$ cat src/rtl/pc_sequencer_pkg.sv
// Shared definitions for the program-counter sequencer: vector defaults and
// the command set, whose enum order is the arbitration priority.
package pc_sequencer_pkg;

  localparam int unsigned DEF_RST_VECTOR = 0;
  localparam int unsigned DEF_INT_BASE   = 'h01;
  localparam int unsigned DEF_VEC_STRIDE = 2;

  // Earlier entries win when several commands arrive in one cycle.
  typedef enum logic [3:0] {
    CMD_NONE,
    CMD_INIT,
    CMD_INT,
    CMD_DBG,
    CMD_JUMP,
    CMD_CALL,
    CMD_RET,
    CMD_RETI,
    CMD_STEP
  } cmd_e;

  function automatic cmd_e cmd_decode(input logic init, input logic int_go,
                                      input logic dbg_wr, input logic jump,
                                      input logic call, input logic ret,
                                      input logic reti, input logic step);
    if (init)        return CMD_INIT;
    else if (int_go) return CMD_INT;
    else if (dbg_wr) return CMD_DBG;
    else if (jump)   return CMD_JUMP;
    else if (call)   return CMD_CALL;
    else if (ret)    return CMD_RET;
    else if (reti)   return CMD_RETI;
    else if (step)   return CMD_STEP;
    else             return CMD_NONE;
  endfunction

endpackage

$ cat src/rtl/pc_sequencer_if.sv
// Command/status bundle between a sequencer controller (master) and the
// pc_sequencer core (slave).
interface pc_sequencer_if #(
  parameter int ADDR_W = 8,
  parameter int N_IRQ  = 4,
  parameter int LVL_W  = 4
);
  logic              init, step, jump, call, ret, reti;
  logic [ADDR_W-1:0] target;
  logic [N_IRQ-1:0]  irq, irq_mask;
  logic              ie_set, ie_clr;
  logic              int_req, int_ack;
  logic [2:0]        int_id;
  logic              dbg_halt, dbg_pc_wr;
  logic [ADDR_W-1:0] dbg_data;
  logic [ADDR_W-1:0] pc, ret_addr;
  logic              flag_ie, in_isr;
  logic [LVL_W-1:0]  stk_level;
  logic              stk_full, stk_empty, stk_ovf, stk_unf, err_clr;

  modport master (
    output init, step, jump, call, ret, reti, target, irq, irq_mask,
           ie_set, ie_clr, int_ack, dbg_halt, dbg_pc_wr, dbg_data, err_clr,
    input  int_req, int_id, pc, ret_addr, flag_ie, in_isr, stk_level,
           stk_full, stk_empty, stk_ovf, stk_unf
  );

  modport slave (
    input  init, step, jump, call, ret, reti, target, irq, irq_mask,
           ie_set, ie_clr, int_ack, dbg_halt, dbg_pc_wr, dbg_data, err_clr,
    output int_req, int_id, pc, ret_addr, flag_ie, in_isr, stk_level,
           stk_full, stk_empty, stk_ovf, stk_unf
  );
endinterface

$ cat src/rtl/pc_sequencer_ret_stack.sv
// LIFO return stack. Push when full and pop when empty are dropped here;
// the caller flags them as overflow/underflow.
module ret_stack #(
  parameter int WIDTH = 9,
  parameter int DEPTH = 8,
  parameter int LVL_W = $clog2(DEPTH) + 1
) (
  input  logic             clk,
  input  logic             rst_n,
  input  logic             clr,
  input  logic             push,
  input  logic             pop,
  input  logic [WIDTH-1:0] din,
  output logic             full,
  output logic             empty,
  output logic [LVL_W-1:0] level,
  output logic [WIDTH-1:0] top
);
  localparam int PW = $clog2(DEPTH);

  logic [WIDTH-1:0] mem [DEPTH];
  logic [LVL_W-1:0] lvl_q;
  logic [PW-1:0]    wr_idx, top_idx;

  assign full    = (lvl_q == LVL_W'(DEPTH));
  assign empty   = (lvl_q == '0);
  assign level   = lvl_q;
  assign wr_idx  = lvl_q[PW-1:0];
  // Wraps to DEPTH-1 when full because the level MSB is dropped.
  assign top_idx = lvl_q[PW-1:0] - 1'b1;
  assign top     = mem[top_idx];

  // Storage is unreset; gating on rst_n keeps a reset edge from writing.
  always_ff @(posedge clk) begin
    if (rst_n && push && !full && !clr)
      mem[wr_idx] <= din;
  end

  always_ff @(posedge clk or negedge rst_n) begin
    if (!rst_n)                  lvl_q <= '0;
    else if (clr)                lvl_q <= '0;
    else if (push && !full)      lvl_q <= lvl_q + 1'b1;
    else if (pop && !empty)      lvl_q <= lvl_q - 1'b1;
  end

endmodule

$ cat src/rtl/pc_sequencer.sv
// Program counter with return stack, interrupt entry/exit and debug PC
// write. One command per cycle, arbitrated by fixed priority.
module pc_sequencer
  import pc_sequencer_pkg::*;
#(
  parameter int          ADDR_W     = 8,
  parameter int          STK_DEPTH  = 8,
  parameter int          N_IRQ      = 4,
  parameter int unsigned RST_VECTOR = DEF_RST_VECTOR,
  parameter int unsigned INT_BASE   = DEF_INT_BASE,
  parameter int unsigned VEC_STRIDE = DEF_VEC_STRIDE
) (
  input logic          clk,
  input logic          rst_n,
  pc_sequencer_if.slave bus
);
  localparam int LVL_W = $clog2(STK_DEPTH) + 1;
  localparam logic [ADDR_W-1:0] RST_PC = ADDR_W'(RST_VECTOR);

  function automatic logic [2:0] lowest_idx(input logic [N_IRQ-1:0] v);
    logic [2:0] id;
    id = '0;
    for (int i = N_IRQ - 1; i >= 0; i--)
      if (v[i]) id = 3'(i);
    return id;
  endfunction

  logic [ADDR_W-1:0] pc_q, pc_d;
  logic              ie_q, ie_d, isr_q, isr_d;
  logic [2:0]        id_q, id_d, sel_id;
  logic              ovf_q, ovf_d, unf_q, unf_d;
  logic [N_IRQ-1:0]  pending;
  logic              int_req;
  logic [ADDR_W-1:0] vector;
  cmd_e              cmd;

  logic              stk_push, stk_pop, stk_clr, stk_full, stk_empty;
  logic [ADDR_W:0]   stk_top;
  logic [LVL_W-1:0]  stk_level;

  assign pending = bus.irq & bus.irq_mask;
  assign int_req = ie_q & ~bus.dbg_halt & ~isr_q & (|pending);
  assign sel_id  = lowest_idx(pending);
  assign vector  = ADDR_W'(INT_BASE + VEC_STRIDE * 32'(sel_id));

  assign cmd = cmd_decode(bus.init, bus.int_ack & int_req,
                          bus.dbg_halt & bus.dbg_pc_wr, bus.jump, bus.call,
                          bus.ret, bus.reti, bus.step);

  always_comb begin
    pc_d     = pc_q;
    isr_d    = isr_q;
    id_d     = id_q;
    stk_push = 1'b0;
    stk_pop  = 1'b0;
    stk_clr  = 1'b0;
    ie_d     = ie_q;
    if (bus.ie_clr)      ie_d = 1'b0;
    else if (bus.ie_set) ie_d = 1'b1;

    unique case (cmd)
      CMD_INIT: begin
        pc_d    = RST_PC;
        ie_d    = 1'b0;
        isr_d   = 1'b0;
        id_d    = '0;
        stk_clr = 1'b1;
      end
      CMD_INT: begin
        stk_push = 1'b1;
        pc_d     = vector;
        id_d     = sel_id;
        ie_d     = 1'b0;
        isr_d    = 1'b1;
      end
      CMD_DBG:  pc_d = bus.dbg_data;
      CMD_JUMP: pc_d = bus.target;
      CMD_CALL: begin
        stk_push = 1'b1;
        pc_d     = bus.target;
      end
      CMD_RET: begin
        stk_pop = 1'b1;
        if (!stk_empty) pc_d = stk_top[ADDR_W-1:0];
      end
      CMD_RETI: begin
        stk_pop = 1'b1;
        if (!stk_empty) begin
          pc_d  = stk_top[ADDR_W-1:0];
          ie_d  = stk_top[ADDR_W];
          isr_d = 1'b0;
        end
      end
      CMD_STEP: pc_d = pc_q + 1'b1;
      default: ;
    endcase

    // A new error event outranks a same-cycle clear.
    ovf_d = ovf_q;
    unf_d = unf_q;
    if (bus.err_clr) begin
      ovf_d = 1'b0;
      unf_d = 1'b0;
    end
    if (stk_push && stk_full) ovf_d = 1'b1;
    if (stk_pop && stk_empty) unf_d = 1'b1;
  end

  always_ff @(posedge clk or negedge rst_n) begin
    if (!rst_n) begin
      pc_q  <= RST_PC;
      ie_q  <= 1'b0;
      isr_q <= 1'b0;
      id_q  <= '0;
      ovf_q <= 1'b0;
      unf_q <= 1'b0;
    end else begin
      pc_q  <= pc_d;
      ie_q  <= ie_d;
      isr_q <= isr_d;
      id_q  <= id_d;
      ovf_q <= ovf_d;
      unf_q <= unf_d;
    end
  end

  ret_stack #(
    .WIDTH (ADDR_W + 1),
    .DEPTH (STK_DEPTH),
    .LVL_W (LVL_W)
  ) u_stack (
    .clk   (clk),
    .rst_n (rst_n),
    .clr   (stk_clr),
    .push  (stk_push),
    .pop   (stk_pop),
    .din   ({ie_q, pc_q}),
    .full  (stk_full),
    .empty (stk_empty),
    .level (stk_level),
    .top   (stk_top)
  );

  assign bus.pc        = pc_q;
  assign bus.ret_addr  = stk_top[ADDR_W-1:0];
  assign bus.flag_ie   = ie_q;
  assign bus.in_isr    = isr_q;
  assign bus.int_req   = int_req;
  assign bus.int_id    = id_q;
  assign bus.stk_level = stk_level;
  assign bus.stk_full  = stk_full;
  assign bus.stk_empty = stk_empty;
  assign bus.stk_ovf   = ovf_q;
  assign bus.stk_unf   = unf_q;

endmodule

$ cat src/flat_wrapper.sv
// flat-port wrapper written by rule: the top's interface ports become plain ports
module pc_sequencer_flat import pc_sequencer_pkg::*;
#(
  parameter int          ADDR_W     = 8,
  parameter int          STK_DEPTH  = 8,
  parameter int          N_IRQ      = 4,
  parameter int unsigned RST_VECTOR = DEF_RST_VECTOR,
  parameter int unsigned INT_BASE   = DEF_INT_BASE,
  parameter int unsigned VEC_STRIDE = DEF_VEC_STRIDE
)
  (clk, rst_n, bus_init, bus_step, bus_jump, bus_call, bus_ret, bus_reti, bus_target, bus_irq, bus_irq_mask, bus_ie_set, bus_ie_clr, bus_int_ack, bus_dbg_halt, bus_dbg_pc_wr, bus_dbg_data, bus_err_clr, bus_int_req, bus_int_id, bus_pc, bus_ret_addr, bus_flag_ie, bus_in_isr, bus_stk_level, bus_stk_full, bus_stk_empty, bus_stk_ovf, bus_stk_unf);
  pc_sequencer_if #(.ADDR_W(ADDR_W), .N_IRQ(N_IRQ), .LVL_W(4)) bus_i ();
  input logic clk;
  input logic rst_n;
  input wire logic [$bits(bus_i.init)-1:0] bus_init;
  input wire logic [$bits(bus_i.step)-1:0] bus_step;
  input wire logic [$bits(bus_i.jump)-1:0] bus_jump;
  input wire logic [$bits(bus_i.call)-1:0] bus_call;
  input wire logic [$bits(bus_i.ret)-1:0] bus_ret;
  input wire logic [$bits(bus_i.reti)-1:0] bus_reti;
  input wire logic [$bits(bus_i.target)-1:0] bus_target;
  input wire logic [$bits(bus_i.irq)-1:0] bus_irq;
  input wire logic [$bits(bus_i.irq_mask)-1:0] bus_irq_mask;
  input wire logic [$bits(bus_i.ie_set)-1:0] bus_ie_set;
  input wire logic [$bits(bus_i.ie_clr)-1:0] bus_ie_clr;
  input wire logic [$bits(bus_i.int_ack)-1:0] bus_int_ack;
  input wire logic [$bits(bus_i.dbg_halt)-1:0] bus_dbg_halt;
  input wire logic [$bits(bus_i.dbg_pc_wr)-1:0] bus_dbg_pc_wr;
  input wire logic [$bits(bus_i.dbg_data)-1:0] bus_dbg_data;
  input wire logic [$bits(bus_i.err_clr)-1:0] bus_err_clr;
  output wire logic [$bits(bus_i.int_req)-1:0] bus_int_req;
  output wire logic [$bits(bus_i.int_id)-1:0] bus_int_id;
  output wire logic [$bits(bus_i.pc)-1:0] bus_pc;
  output wire logic [$bits(bus_i.ret_addr)-1:0] bus_ret_addr;
  output wire logic [$bits(bus_i.flag_ie)-1:0] bus_flag_ie;
  output wire logic [$bits(bus_i.in_isr)-1:0] bus_in_isr;
  output wire logic [$bits(bus_i.stk_level)-1:0] bus_stk_level;
  output wire logic [$bits(bus_i.stk_full)-1:0] bus_stk_full;
  output wire logic [$bits(bus_i.stk_empty)-1:0] bus_stk_empty;
  output wire logic [$bits(bus_i.stk_ovf)-1:0] bus_stk_ovf;
  output wire logic [$bits(bus_i.stk_unf)-1:0] bus_stk_unf;
  assign bus_i.init = bus_init;
  assign bus_i.step = bus_step;
  assign bus_i.jump = bus_jump;
  assign bus_i.call = bus_call;
  assign bus_i.ret = bus_ret;
  assign bus_i.reti = bus_reti;
  assign bus_i.target = bus_target;
  assign bus_i.irq = bus_irq;
  assign bus_i.irq_mask = bus_irq_mask;
  assign bus_i.ie_set = bus_ie_set;
  assign bus_i.ie_clr = bus_ie_clr;
  assign bus_i.int_ack = bus_int_ack;
  assign bus_i.dbg_halt = bus_dbg_halt;
  assign bus_i.dbg_pc_wr = bus_dbg_pc_wr;
  assign bus_i.dbg_data = bus_dbg_data;
  assign bus_i.err_clr = bus_err_clr;
  assign bus_int_req = bus_i.int_req;
  assign bus_int_id = bus_i.int_id;
  assign bus_pc = bus_i.pc;
  assign bus_ret_addr = bus_i.ret_addr;
  assign bus_flag_ie = bus_i.flag_ie;
  assign bus_in_isr = bus_i.in_isr;
  assign bus_stk_level = bus_i.stk_level;
  assign bus_stk_full = bus_i.stk_full;
  assign bus_stk_empty = bus_i.stk_empty;
  assign bus_stk_ovf = bus_i.stk_ovf;
  assign bus_stk_unf = bus_i.stk_unf;
  pc_sequencer #(.ADDR_W(ADDR_W), .STK_DEPTH(STK_DEPTH), .N_IRQ(N_IRQ), .RST_VECTOR(RST_VECTOR), .INT_BASE(INT_BASE), .VEC_STRIDE(VEC_STRIDE)) u_core (.clk(clk), .rst_n(rst_n), .bus(bus_i));
endmodule
$ cat config.mk
export PLATFORM = sky130hd
export DESIGN_NAME = pc_sequencer_flat
export DESIGN_NICKNAME = d
export VERILOG_FILES = /design/src/rtl/pc_sequencer_pkg.sv /design/src/rtl/pc_sequencer_if.sv /design/src/rtl/pc_sequencer_ret_stack.sv /design/src/rtl/pc_sequencer.sv /design/src/flat_wrapper.sv
export SDC_FILE = /design/constraint.sdc
export NUM_CORES = 1
export LEC_CHECK = 0
export CELL_PAD_IN_SITES_DETAIL_PLACEMENT = 1
export CELL_PAD_IN_SITES_GLOBAL_PLACEMENT = 1
export CORE_MARGIN = 10
export CORE_UTILIZATION = 40
export DETAILED_ROUTE_END_ITERATION = 16
export PLACE_DENSITY_LB_ADDON = 0.3
export SLEW_MARGIN = 10
export SYNTH_ARGS = -nofsm -noshare
export SYNTH_HDL_FRONTEND = slang
export SYNTH_HIERARCHICAL = 1
export SYNTH_SLANG_ARGS = --single-unit
$ cat constraint.sdc
create_clock -name clk -period 2.7 [get_ports clk]
set_input_delay 0.54 -clock clk [delete_from_list [all_inputs] [get_ports clk]]
set_output_delay 0.54 -clock clk [all_outputs]
set_load 0.05 [all_outputs]
==> impl_metrics.ini, run 1 <==
[status]
status = completed

[logic_synthesis]
ys_types = 65
syn_area_per_cell_um2 = 14.91
synth-compound-area-share_pct = 10.43
yosys.area_share.simple_pct = 8.945
ys_warn_count = 6
syn-num-nets = 331
synth_flop_cell = edfxtp_1
synthXorXnorAreaFrac_pct = 1.807
synthArstFlopShare_pct = 20.00
synth-seq-cells = 90
yosys.area_share.adder_pct = 1.632
synthTopCellsByArea = edfxtp_1, dfrtp_1, mux4_2
synth_mux_area_share_pct = 13.05
synth_top_area_share_pct = 50.35
synthMostInstantiatedCell = edfxtp_1
syn_area_mm2 = 0.004294
ys_seq_area_share_pct = 60.84
synth_commonest_cells = edfxtp_1, nor2_1, nand2_1
synth_top_family_by_area = multiplexers
synth_edf_count = 72
synth_cells = 288
netlist.top_cell.by_area = edfxtp_1

[setup_path]
reg2reg_depth = 11
crit_slowest_cell = dfrtp_2
regToRegSetupSlack_ps = 130
start_kind = register
end_kind = output port
crit_chain = inv_2, ha_4, clkbuf_16, mux4_2, mux2_4, buf_12
cp_slowest_stage_delay_ps = 420
r2r-start = u_core/u_stack/level[1]$_DFFE_PN0P_
worstSetupPathType = register to output port
crit_start = u_core/u_stack/level[1]$_DFFE_PN0P_
r2r-end = u_core/bus.pc[1]$_DFFE_PN0P_
required_ps = 2160
crit_end = bus_ret_addr[1]
worstPathMaxFanout = 8
cp.arrival_ps = 2120

[pwr]
switching_power_uw = 872.1
seq_power_share_pct = 48.2
intPower_uw = 2355
swShare_pct = 27.02
combPwrFrac_pct = 19.7
ir_worst_vdd_v = 0.0002322
total_power_uw = 3228
power_frac_clock_pct = 32.1
power_density_mw_per_mm2 = 555.2
power_leakage_uw = 0.002156

[global_routing]
grt_max_degree = 21
grt_pass1_vias = 3191
overflow = 0
grt_pass1_wl_um = 18890
antenna_found_initial = 0
grtUsageTotal_pct = 16.49

[clock_network]
clock-sinks = 90
clk_pin_slew_ps = 90
clockBufferDepth = 2
hold_buffers = 0
cts_tree = yes
cts-root-buf = clkbuf_8
cts_made_buffers = 9
clkLatencyLatePin_ps = 350
htree_levels = 3

[sta]
final_hold_viol_count = 0
setup_slack_ps = 38.04
fmax_mhz = 375.7
tightest_slew_ps = 522.4
slew_viol_final = 0
setup_violations = 0
slew_headroom_pct = 65.06
fin_skew_ps = 8.988
holdWs_ps = 417.6
finalWorstPathRequiredPeriod_ps = 2662
period_share_pct = 98.59

[cells_and_area]
finish.utilization_pct = 56.06
layout.nets = 444
antenna_cells = 0
syn2layout_area_growth_pct = 35.37
drive_gt1_share_pct = 30.79

[worst_hold_path]
hold_class = input pin to async pin

[route]
wl_per_cell_um = 24.08
viasPerCell = 5.561
ant_nets = 0
via_count = 3014
firstDrtPassIters = 4
drc_errors = 0
initialDrtViolationCount = 213
wl_um = 13050

[placed_design]
port_buffers = 66
gp_congestion = 0.8298
dp_hpwl_um = 9043
dpl_worst_slack_ps = -108.7

[floorplanning]
row_count = 37
core_area_mm2 = 0.01037
start_util_pct = 41.41
ioPinCount = 68
dieHeight_um = 123.6
dieWidth_um = 123.6
die_area_mm2 = 0.01528

[run]
max_cap_viol_count = 0
## cells in the final DEF, fill, tap and decap left out, types with 4 or more instances in the layout
master and count:
dfrtp_2 4, clkdlybuf4s50_1 55, a22o_1 6, inv_1 6, mux2_4 9, buf_4 46
nor3_1 4, xor2_1 4, dfrtp_1 14, mux4_2 17, o21ai_0 7, buf_12 7
nand3_1 5, edfxtp_1 72, a21oi_1 6, nand2_1 19, clkbuf_8 9, nor2_1 21
## final cells by class
cell class	instances	area, um2
inverters	8	35.03
clock buffers	10	127.6
fillers	1018	4557
well taps	136	170.2
clock inverters	6	96.34
repair buffers	116	1165
multi-input cells	176	1602
flip-flops and latches	90	2618
## logic make-up (layout without fill, tap and decap cells)
kind of cell             after synthesis  in the layout
adder cells (fa/ha/maj)                5              5
XOR/XNOR                               8              8
AO/OA/AOI/OAI                         56             56
AND/OR/NAND/NOR                       75             75
other                                  1              1
multiplexers                          31             31
buffers and inverters                 22            140
flip-flops                            90             90
## flip-flops by register name, indices dropped and copies added, names as in the netlist
name	flops
u_core/u_stack/mem	72
u_core/bus.pc	8
u_core/u_stack/level	4
u_core/bus.int_id	2
u_core/bus.flag_ie	1
u_core/bus.in_isr	1
u_core/bus.stk_ovf	1
u_core/bus.stk_unf	1
## per-stage QoR
stage	TNS [ps]	instance area, um2	std cells
after CTS	0	5632	526
after detailed placement	-1929	5370	508
final	0	5813	542
after floorplan	-1444	4363	288
after global placement	-26.37	5370	508
after global routing	-222.8	5813	542
## worst min path at each step
stage	start	endpoint
6_report	rst_n	u_core/u_stack/level[2]$_DFFE_PN0P_
5_1_grt	rst_n	u_core/u_stack/level[2]$_DFFE_PN0P_
4_1_cts	rst_n	u_core/u_stack/level[2]$_DFFE_PN0P_
3_5_place_dp	u_core/bus.stk_ovf$_DFFE_PN0P_	u_core/bus.stk_ovf$_DFFE_PN0P_
3_3_place_gp	u_core/bus.stk_unf$_DFFE_PN0P_	u_core/bus.stk_unf$_DFFE_PN0P_
2_1_floorplan	rst_n	u_core/bus.flag_ie$_DFF_PN0_
## power by group through the flow
stage,Clock (uW),Combinational (uW),Sequential [uW]
2_1_floorplan,0,273,1640
3_3_place_gp,0,563,1590
3_5_place_dp,0,574,1590
4_1_cts,1050,589,1560
5_1_grt,1110,675,1560
6_report,1030,637,1560
## metal layers
layer | part of all wire, % | wire, um | global-route usage [%] | up-vias
li1 | - | - | - | 1356
met1 | 40 | 5236 | 21.39 | 1530
met2 | 51 | 6694 | 27.19 | 110
met3 | 6.8 | 891 | 2.986 | 18
met4 | 1.8 | 229 | 5.822 | 0
met5 | 0 | 0 | 0 | -
## repair_timing
item	4_1_cts	5_1_grt
buffers inserted	2	14
pin swaps	0	1
endpoints found under the setup margin	7	7
resized for setup	7	10
gates cloned	0	2
## critical path, delay by kind of cell (launching register included)
family | cells | cell delay [ps]
fa+ha+maj | 1 | 340
mux | 2 | 590
flops | 1 | 420
buf+inv | 3 | 410
No activity file was read; power rests on OpenSTA's default activity.
==> run 2: changes to the inputs <==
Settings changed: CORE_UTILIZATION 40 to 44, SKIP_CTS_REPAIR_TIMING set to 1.
Clock period 2.7 ns to 2.6 ns, I/O delays scaled along.
==> run 2 against run 1 <==
Against the previous run: clock skew grew 6.6 ps; the flow now finishes with violations (setup timing); clock power shrank 15%; register-to-register slack lost 30 ps; sequential power grew 3%.
==> impl_metrics.ini, run 2 (synthesis gave the netlist of run 1 again) <==
[clock_network]
cts-root-buf = clkbuf_8
clock-sinks = 90
clockBufferDepth = 2
clk_pin_slew_ps = 100
cts_made_buffers = 9
clkLatencyLatePin_ps = 360
cts_tree = yes
htree_levels = 3

[global_routing]
grt_pass1_vias = 3319
grtUsageTotal_pct = 18.14
antenna_found_initial = 0
grt_pass1_wl_um = 19820
grt_max_degree = 17
overflow = 0

[sta]
setup_violations = 8
setup_slack_ps = -125.0
tightest_slew_ps = 542.5
fmax_mhz = 367.0
finalWorstPathRequiredPeriod_ps = 2725
final_hold_viol_count = 0
slew_headroom_pct = 63.72
rsz0062_at_grt = yes
slew_viol_final = 0
fin_skew_ps = 15.56
period_share_pct = 104.8

[pwr]
power_frac_clock_pct = 27.8
total_power_uw = 3169
power_density_mw_per_mm2 = 542.4
combPwrFrac_pct = 21.3
switching_power_uw = 907.2
ir_worst_vdd_v = 0.0003017
seq_power_share_pct = 50.9
power_leakage_uw = 0.002165
swShare_pct = 28.63
intPower_uw = 2261

[route]
initialDrtViolationCount = 244
viasPerCell = 5.648
firstDrtPassIters = 4
wl_um = 12780
wl_met3_um = 605
drc_errors = 0
wl_per_cell_um = 23.80
wl_met1_um = 5185
wl_met2_um = 6828
ant_nets = 0
top_layer = met4
via_count = 3033

[worst_hold_path]
min_to = u_core/bus.stk_ovf$_DFFE_PN0P_
hold_class = register to register
hold_depth = 1
hold_start = u_core/bus.stk_ovf$_DFFE_PN0P_

[setup_path]
r2r-end = u_core/bus.pc[2]$_DFFE_PN0P_
cp.arrival_ps = 2210
cp.buffers_inverters = 3
cp_slowest_stage_delay_ps = 510
crit_start = u_core/u_stack/level[0]$_DFFE_PN0P_
cp_top_family = multiplexers
worstSetupPathType = register to output port
regToRegSetupSlack_ps = 100
required_ps = 2080
reg2reg_depth = 10
start_kind = register
worstPathMaxFanout = 7
crit_chain = inv_6, ha_4, clkbuf_16, mux4_2, mux2_4, buf_12
end_kind = output port
crit_slowest_cell = dfrtp_2
r2r-start = u_core/u_stack/level[0]$_DFFE_PN0P_

[cells_and_area]
syn2layout_area_growth_pct = 36.04
largest_reg_flops = 72
finish.utilization_pct = 62.34
final_common_cell = edfxtp_1
drive_gt1_share_pct = 32.35
antenna_cells = 0
top_register = u_core/u_stack/mem
nFillCells = 911
layout_common_cells = edfxtp_1, clkdlybuf4s50_1, buf_4, nor2_1, nand2_1
layout.nets = 446

[placed_design]
port_buffers = 66
gp_congestion = 0.8510
dpl_worst_slack_ps = -306.4
dp_hpwl_um = 9535

[floorplanning]
dieWidth_um = 118.8
dieHeight_um = 118.8
core_area_mm2 = 0.009371
start_util_pct = 45.82
die_area_mm2 = 0.01411
ioPinCount = 68
row_count = 35

[status]
violations = setup timing
status = finished with violations

[run]
max_cap_viol_count = 0
[run 2: final cells by class]
type / instances / area, um2 / share of cell area [%]
Tap cell: 129 / 161.4 / 2.763
Clock inverter: 6 / 48.80 / 0.8353
Multi-Input combinational cell: 176 / 1643 / 28.12
Timing Repair Buffer: 118 / 1209 / 20.69
Clock buffer: 10 / 127.6 / 2.185
Inverter: 8 / 35.03 / 0.5997
Sequential cell: 90 / 2618 / 44.81
[run 2: per-stage QoR]
step | cell area [um2] | cells | TNS (ps) | hold slack (ps)
2_1_floorplan | 4402 | 288 | -415.3 | 224.4
3_3_place_gp | 5547 | 511 | -7403 | 497.2
3_5_place_dp | 5547 | 511 | -17540 | 517.3
4_1_cts | 5723 | 527 | -1609 | 542.7
5_1_grt | 5842 | 537 | -1391 | 545.0
6_report | 5842 | 537 | -791.1 | 536.1
[run 2: worst reg2reg max path, stage by stage, from the launching register on]
cell	delay [ps]
dfrtp_2	510
inv_6	60
ha_4	330
buf_12	140
mux4_2	300
mux2_4	310
buf_4	160
o2bb2ai_2	110
a22o_1	200
a22oi_2	170
o21ai_1	90
[run 2: power groups by stage]
stage	Combinational [uW]	Sequential, uW	Clock (uW)
after global routing	713	1620	961
after global placement	630	1650	0
after detailed placement	644	1650	0
after floorplan	293	1700	0
final	675	1610	880
after CTS	646	1620	906
[run 2: routing by layer]
layer	vias to the layer above	track usage [%]
met5	-	0
met4	0	5.420
met3	12	3.570
met2	84	31.47
met1	1575	22.27
li1	1362	-
[run 2: how the worst max path moves through the flow]
stage                                           to  slack [ps]  depth (start not counted)
6_report                           bus_ret_addr[1]        -130                          6
5_1_grt                            bus_ret_addr[1]        -190                          6
4_1_cts                            bus_ret_addr[0]        -260                          6
3_5_place_dp    u_core/u_stack/mem[0][3]$_DFFE_PP_        -310                          8
3_3_place_gp   u_core/u_stack/level[3]$_DFFE_PN0P_        -150                          9
2_1_floorplan         u_core/bus.pc[7]$_DFFE_PN0P_        -210                         12
